<file path="src/rtl/iomem_initiator.sv">
// iomem bus initiator: runs one read or fill-write command of 1-256 beats
// on the iomem valid/ready bus, with a per-beat timeout. Read data is
// buffered in a small FIFO for a downstream consumer.
// Ports:
//   clk, resetn             clock, async active-low reset
//   cmd_*                   command channel (valid/ready, write, addr, incr,
//                           count = beats-1, wdata, wstrb)
//   iomem_*                 bus master signals
//   rd_valid/rd_ready/rd_data  read-data FIFO output
//   done, timeout, busy     command status
module iomem_initiator #(
  parameter int unsigned TIMEOUT_CYCLES = 255,
  parameter int unsigned FIFO_DEPTH     = 4
) (
  input  logic        clk,
  input  logic        resetn,
  input  logic        cmd_valid,
  output logic        cmd_ready,
  input  logic        cmd_write,
  input  logic [31:0] cmd_addr,
  input  logic        cmd_incr,
  input  logic [7:0]  cmd_count,
  input  logic [31:0] cmd_wdata,
  input  logic [3:0]  cmd_wstrb,
  output logic        iomem_valid,
  input  logic        iomem_ready,
  output logic [3:0]  iomem_wstrb,
  output logic [31:0] iomem_addr,
  output logic [31:0] iomem_wdata,
  input  logic [31:0] iomem_rdata,
  output logic        rd_valid,
  input  logic        rd_ready,
  output logic [31:0] rd_data,
  output logic        done,
  output logic        timeout,
  output logic        busy
);

  localparam int unsigned PTR_W = $clog2(FIFO_DEPTH);
  localparam int unsigned CNT_W = PTR_W + 1;
  localparam int unsigned TO_W  = 16;

  typedef enum logic [1:0] {S_IDLE, S_GAP, S_REQ} state_e;

  state_e      state_q, state_d;
  logic [7:0]  beats_q, beats_d;
  logic [TO_W-1:0] tcnt_q, tcnt_d;
  logic        write_q, write_d;
  logic        incr_q, incr_d;
  logic        valid_q, valid_d;
  logic [31:0] addr_q, addr_d;
  logic [3:0]  wstrb_q, wstrb_d;
  logic [31:0] wdata_q, wdata_d;
  logic        done_q, done_d;
  logic        timeout_q, timeout_d;
  logic        busy_q, busy_d;
  logic        cmd_ready_q, cmd_ready_d;
  logic        rd_valid_q, rd_valid_d;
  logic [PTR_W-1:0] wr_ptr_q, wr_ptr_d, rd_ptr_q, rd_ptr_d;
  logic [CNT_W-1:0] fcnt_q, fcnt_d;
  logic [31:0] mem_q [FIFO_DEPTH];
  logic        push, pop;

  // Next-state, bus request and FIFO bookkeeping
  always_comb begin
    state_d     = state_q;
    beats_d     = beats_q;
    tcnt_d      = tcnt_q;
    write_d     = write_q;
    incr_d      = incr_q;
    valid_d     = valid_q;
    addr_d      = addr_q;
    wstrb_d     = wstrb_q;
    wdata_d     = wdata_q;
    done_d      = 1'b0;
    timeout_d   = 1'b0;
    push        = 1'b0;
    wr_ptr_d    = wr_ptr_q;
    rd_ptr_d    = rd_ptr_q;
    fcnt_d      = fcnt_q;

    case (state_q)
      S_IDLE: begin
        if (cmd_valid && cmd_ready_q) begin
          write_d = cmd_write;
          incr_d  = cmd_incr;
          addr_d  = cmd_addr & 32'hFFFF_FFFC;
          wdata_d = cmd_wdata;
          // Reads carry no strobes; an all-zero write strobe means full word
          if (!cmd_write)              wstrb_d = 4'b0000;
          else if (cmd_wstrb == 4'b0000) wstrb_d = 4'b1111;
          else                         wstrb_d = cmd_wstrb;
          beats_d = cmd_count;
          tcnt_d  = '0;
          state_d = S_GAP;
        end
      end
      S_GAP: begin
        // Reads only issue when the FIFO can take the returning word
        if (write_q || (fcnt_q < CNT_W'(FIFO_DEPTH))) begin
          valid_d = 1'b1;
          tcnt_d  = '0;
          state_d = S_REQ;
        end
      end
      S_REQ: begin
        if (valid_q && iomem_ready) begin
          push    = !write_q;
          valid_d = 1'b0;
          if (incr_q) addr_d = addr_q + 32'd4;
          if (beats_q == 8'd0) begin
            done_d  = 1'b1;
            state_d = S_IDLE;
          end else begin
            beats_d = beats_q - 8'd1;
            state_d = S_GAP;
          end
        end else if (tcnt_q == TO_W'(TIMEOUT_CYCLES - 1)) begin
          valid_d   = 1'b0;
          done_d    = 1'b1;
          timeout_d = 1'b1;
          state_d   = S_IDLE;
        end else begin
          tcnt_d = tcnt_q + TO_W'(1);
        end
      end
      default: state_d = S_IDLE;
    endcase

    pop = rd_ready && rd_valid_q;
    if (push) wr_ptr_d = wr_ptr_q + PTR_W'(1);
    if (pop)  rd_ptr_d = rd_ptr_q + PTR_W'(1);
    case ({push, pop})
      2'b10:   fcnt_d = fcnt_q + CNT_W'(1);
      2'b01:   fcnt_d = fcnt_q - CNT_W'(1);
      default: fcnt_d = fcnt_q;
    endcase

    rd_valid_d  = (fcnt_d != '0);
    cmd_ready_d = (state_d == S_IDLE);
    busy_d      = (state_d != S_IDLE);
  end

  // State and output registers
  always_ff @(posedge clk or negedge resetn) begin
    if (!resetn) begin
      state_q     <= S_IDLE;
      beats_q     <= '0;
      tcnt_q      <= '0;
      write_q     <= 1'b0;
      incr_q      <= 1'b0;
      valid_q     <= 1'b0;
      addr_q      <= '0;
      wstrb_q     <= '0;
      wdata_q     <= '0;
      done_q      <= 1'b0;
      timeout_q   <= 1'b0;
      busy_q      <= 1'b0;
      cmd_ready_q <= 1'b1;
      rd_valid_q  <= 1'b0;
      wr_ptr_q    <= '0;
      rd_ptr_q    <= '0;
      fcnt_q      <= '0;
    end else begin
      state_q     <= state_d;
      beats_q     <= beats_d;
      tcnt_q      <= tcnt_d;
      write_q     <= write_d;
      incr_q      <= incr_d;
      valid_q     <= valid_d;
      addr_q      <= addr_d;
      wstrb_q     <= wstrb_d;
      wdata_q     <= wdata_d;
      done_q      <= done_d;
      timeout_q   <= timeout_d;
      busy_q      <= busy_d;
      cmd_ready_q <= cmd_ready_d;
      rd_valid_q  <= rd_valid_d;
      wr_ptr_q    <= wr_ptr_d;
      rd_ptr_q    <= rd_ptr_d;
      fcnt_q      <= fcnt_d;
    end
  end

  // FIFO storage; contents are don't-care until pointed at, so no reset
  always_ff @(posedge clk) begin
    if (push) mem_q[wr_ptr_q] <= iomem_rdata;
  end

  assign cmd_ready   = cmd_ready_q;
  assign iomem_valid = valid_q;
  assign iomem_wstrb = wstrb_q;
  assign iomem_addr  = addr_q;
  assign iomem_wdata = wdata_q;
  assign rd_valid    = rd_valid_q;
  assign rd_data     = mem_q[rd_ptr_q];
  assign done        = done_q;
  assign timeout     = timeout_q;
  assign busy        = busy_q;

endmodule

</file>
<file path="config.mk">
export PLATFORM = sky130hd
export DESIGN_NAME = iomem_initiator
export DESIGN_NICKNAME = d
export VERILOG_FILES = /design/src/rtl/iomem_initiator.sv
export SDC_FILE = /design/constraint.sdc
export NUM_CORES = 1
export LEC_CHECK = 0
export CORE_MARGIN = 3
export CORE_UTILIZATION = 43
export CTS_BUF_LIST = sky130_fd_sc_hd__clkbuf_16
export DETAILED_ROUTE_END_ITERATION = 10
export GPL_TIMING_DRIVEN = 0
export PLACE_DENSITY = 0.7
export SLEW_MARGIN = 20
export SYNTH_ARGS = -nofsm -noshare
export SYNTH_HDL_FRONTEND = slang
export SYNTH_SLANG_ARGS = --single-unit
</file>
<file path="constraint.sdc">
create_clock -name clk -period 5.1 [get_ports clk]
set_input_delay 1.275 -clock clk [delete_from_list [all_inputs] [get_ports clk]]
set_output_delay 1.275 -clock clk [all_outputs]
set_load 0.03 [all_outputs]
</file>
==> results.txt <==
row count: 55
peak supply drop: 337 uV
All-Layer GR Usage: 19.3%
top sig layer: met5
Placer Congestion: 0.858
ys flop type: edfxtp_1
area share of the largest cell type after synthesis: 37.9%
Die Height: 160 um
Vias/cell: 5.34
worst-margin pin slew: 0.940 ns
die area: 25,400 um2
clk_skew: 0.0137 ns
RSZ-0062 raised after global routing: no
Seq/Total Area, Yosys: 64.4%
Final HPWL DP: 17,600 um
I/O pin total: 221
Final min period: 4.45 ns
clock latency on the worst-skew pair: 0.53 ns
I/O Buffers: 216
CTS tree: built
initial antenna violation count: 1
number of max-slew violations in the final report: 0
post-CTS sizing: 0
Worst Path Required: 3.83 ns
pwr dens: 583 nW/um2
max-cap violation count: 0
period utilization: 87.2%
wire per inst: 18.0 um
metal3 WL: 1650 um
via count: 7,376
run status: complete, no violations
TritonCTS buffer count: 25
f_max: 0.225 GHz
# setup viols final: 0
Async SR Flop Fraction: 45.5%
Total Power: 0.00793 W
# clock sinks: 235
Static Leakage: 5.13 nW
area delta synth->final: 34.2%
drt drc: 0
initial DRC count: 667
critical path peak fanout: 10
DRT Wirelength: 24,900 um
core box area: 22,900 um2
antenna diode count: 0
commonest cells in the netlist: 145 x nand2_1, 128 x edfxtp_1, 106 x dfrtp_1
WS Path Type: register to output pin
Final Hold Vio Count: 0
top-count cell post-synth: nand2_1
Unique masters post-synth: 64
Seq cells post-synth: 235
largest cells by area after synthesis: edfxtp_1 38%, dfrtp_1 26%, mux4_2 7.1%
dominant cell type by area after synthesis: edfxtp_1
CP Launch Type: register
Synth Instances: 801
met2 WL: 11,800 um
final setup margin: 0.655 ns
largest net degree at the start of global routing: 65
Starting Density: 44.2%
Critical Path Sink Type: output pin
Pre-antenna DRT Iters: 6
vias in the first global route: 7,321
Syn. warnings: 0
relative slew slack: 36.8%
H-tree levels: 1
GRT overflow: 0
clock buffer depth: 3
die extent in x: 160 um
Post-synth EDFFs: 128
Place WS: 0.985 ns
Nets: 1,176
Root Buffer: clkbuf_16
first-pass GRT wire length: 39,900 um
min-delay worst type: register to register
cts hold-fix bufs: 0
worst path arrival time: 3.17 ns
Post-DRT Antenna Nets: 0
syn avg cell area: 12.7 um2
Post-Syn Area: 10,100 um2
post-CTS setup repair buffer count: 0
Hold Slack: 0.470 ns
share of layout cells above drive strength 1: 9.17%
M1 WL: 10,800 um
clk slew on worst S/H paths: 0.06 ns
state kept, by name, summed over array words and instances (netlist names):
name and flops:
iomem_valid 1, rd_ptr_q 2, iomem_wstrb 4, incr_q 1, iomem_wdata 32, rd_valid 1
write_q 1, state_q 2, tcnt_q 16, mem_q 128, beats_q 8, done 1
cmd_ready 1, busy 1, iomem_addr 30, timeout 1, wr_ptr_q 2, fcnt_q 3
metal layers:
layer | GRT usage, % | up-vias
li1 | - | 3465
met4 | 5.41 | 2
met3 | 3.36 | 46
met5 | 0 | -
met2 | 30.8 | 282
met1 | 27.4 | 3581
power by group:
| part | switching (W) | total [W] | leakage (nW) | internal (W) |
|---|---|---|---|---|
| logic | 0.00205 | 0.00347 | 2.28 | 0.00142 |
| clock network | 0.000735 | 0.00174 | 0.388 | 0.00100 |
| registers | 0.000330 | 0.00273 | 2.47 | 0.00240 |
| total | 0.00311 | 0.00793 | 5.13 | 0.00482 |
cells in the final DEF, fill, tap and decap left out, types with 4 or more instances in the layout:
cell             Yosys  final
and2_1               9      5
o21a_1               4      4
o22ai_1             11     11
nand2_1            145    145
nor4_1               9      9
dfrtp_1            106    106
and3_1               5      5
buf_12               0      4
xor2_1               9      9
mux2i_1              4      4
buf_2                4      4
mux4_2              32     32
a311oi_1             5      5
nor2_1              42     42
buf_1                7      7
clkdlybuf4s50_1      0    215
clkinvlp_4           0      5
or3_1               15     15
and2_2               0      4
clkinv_1             0      6
inv_1               19     22
clkbuf_16            0     25
o21ai_0             45     45
a21oi_1             43     43
ha_1                10     10
o22a_1               5      5
edfxtp_1           128    128
a31oi_1              7      7
a2bb2oi_1           11     11
nand4_1              6      6
nand3_1             24     24
clkinv_2             0      4
a211oi_1             4      4
clkbuf_1            28     28
nor3_1              12     12
metrics by stage:
stage               utilization (%)  setup TNS, ns  instances  cell area [um2]
finish                         59.4              0       1382            13600
global placement               55.4        -173.95       1331            12700
floorplan                         -              0        802            10100
global route                   59.4              0       1382            13600
detailed placement             55.9              0       1336            12800
CTS                            59.4              0       1382            13600
worst max-delay path, cell delays in order, from the launching register on:
cell	delay, ns
dfrtp_1	0.32
clkbuf_1	0.38
buf_1	0.71
mux4_2	0.62
clkdlybuf4s50_1	0.61
layout make-up:
cell class                      count  area, um2
Inverter                           19       71.3
Clock inverter                     21        171
Buffer                             41        166
Timing Repair Buffer              221       2270
Multi-Input combinational cell    507       3380
Tap cell                          313        392
Fill cell                        1853       9310
Clock buffer                       25        626
Sequential cell                   235       6520
kinds of logic after synthesis:
kind of cell    Yosys count  synth area share, %
other cells               1               0.0370
xor+xnor                 12                 1.04
compound gates          151                 9.25
fa+ha+maj                11                 1.43
mux                      36                 7.51
flops                   235                 64.4
simple gates            295                 14.0
buf+inv                  60                 2.35
worst paths after layout:
kind                            startpoint         endpoint  slack (ns)  depth (start not counted)
max                            rd_ptr_q[0]       rd_data[4]        0.65                          4
min                        iomem_wdata[13]  iomem_wdata[13]        0.47                          2
max reg2reg                     state_q[0]         rd_valid        1.73                         12
min reg2reg                iomem_wdata[13]  iomem_wdata[13]        0.47                          2
max in group asynchronous           resetn  iomem_wdata[27]        3.76                          2
min in group asynchronous           resetn  iomem_wdata[14]        0.68                          1
Power figures use the tool's default switching activity.
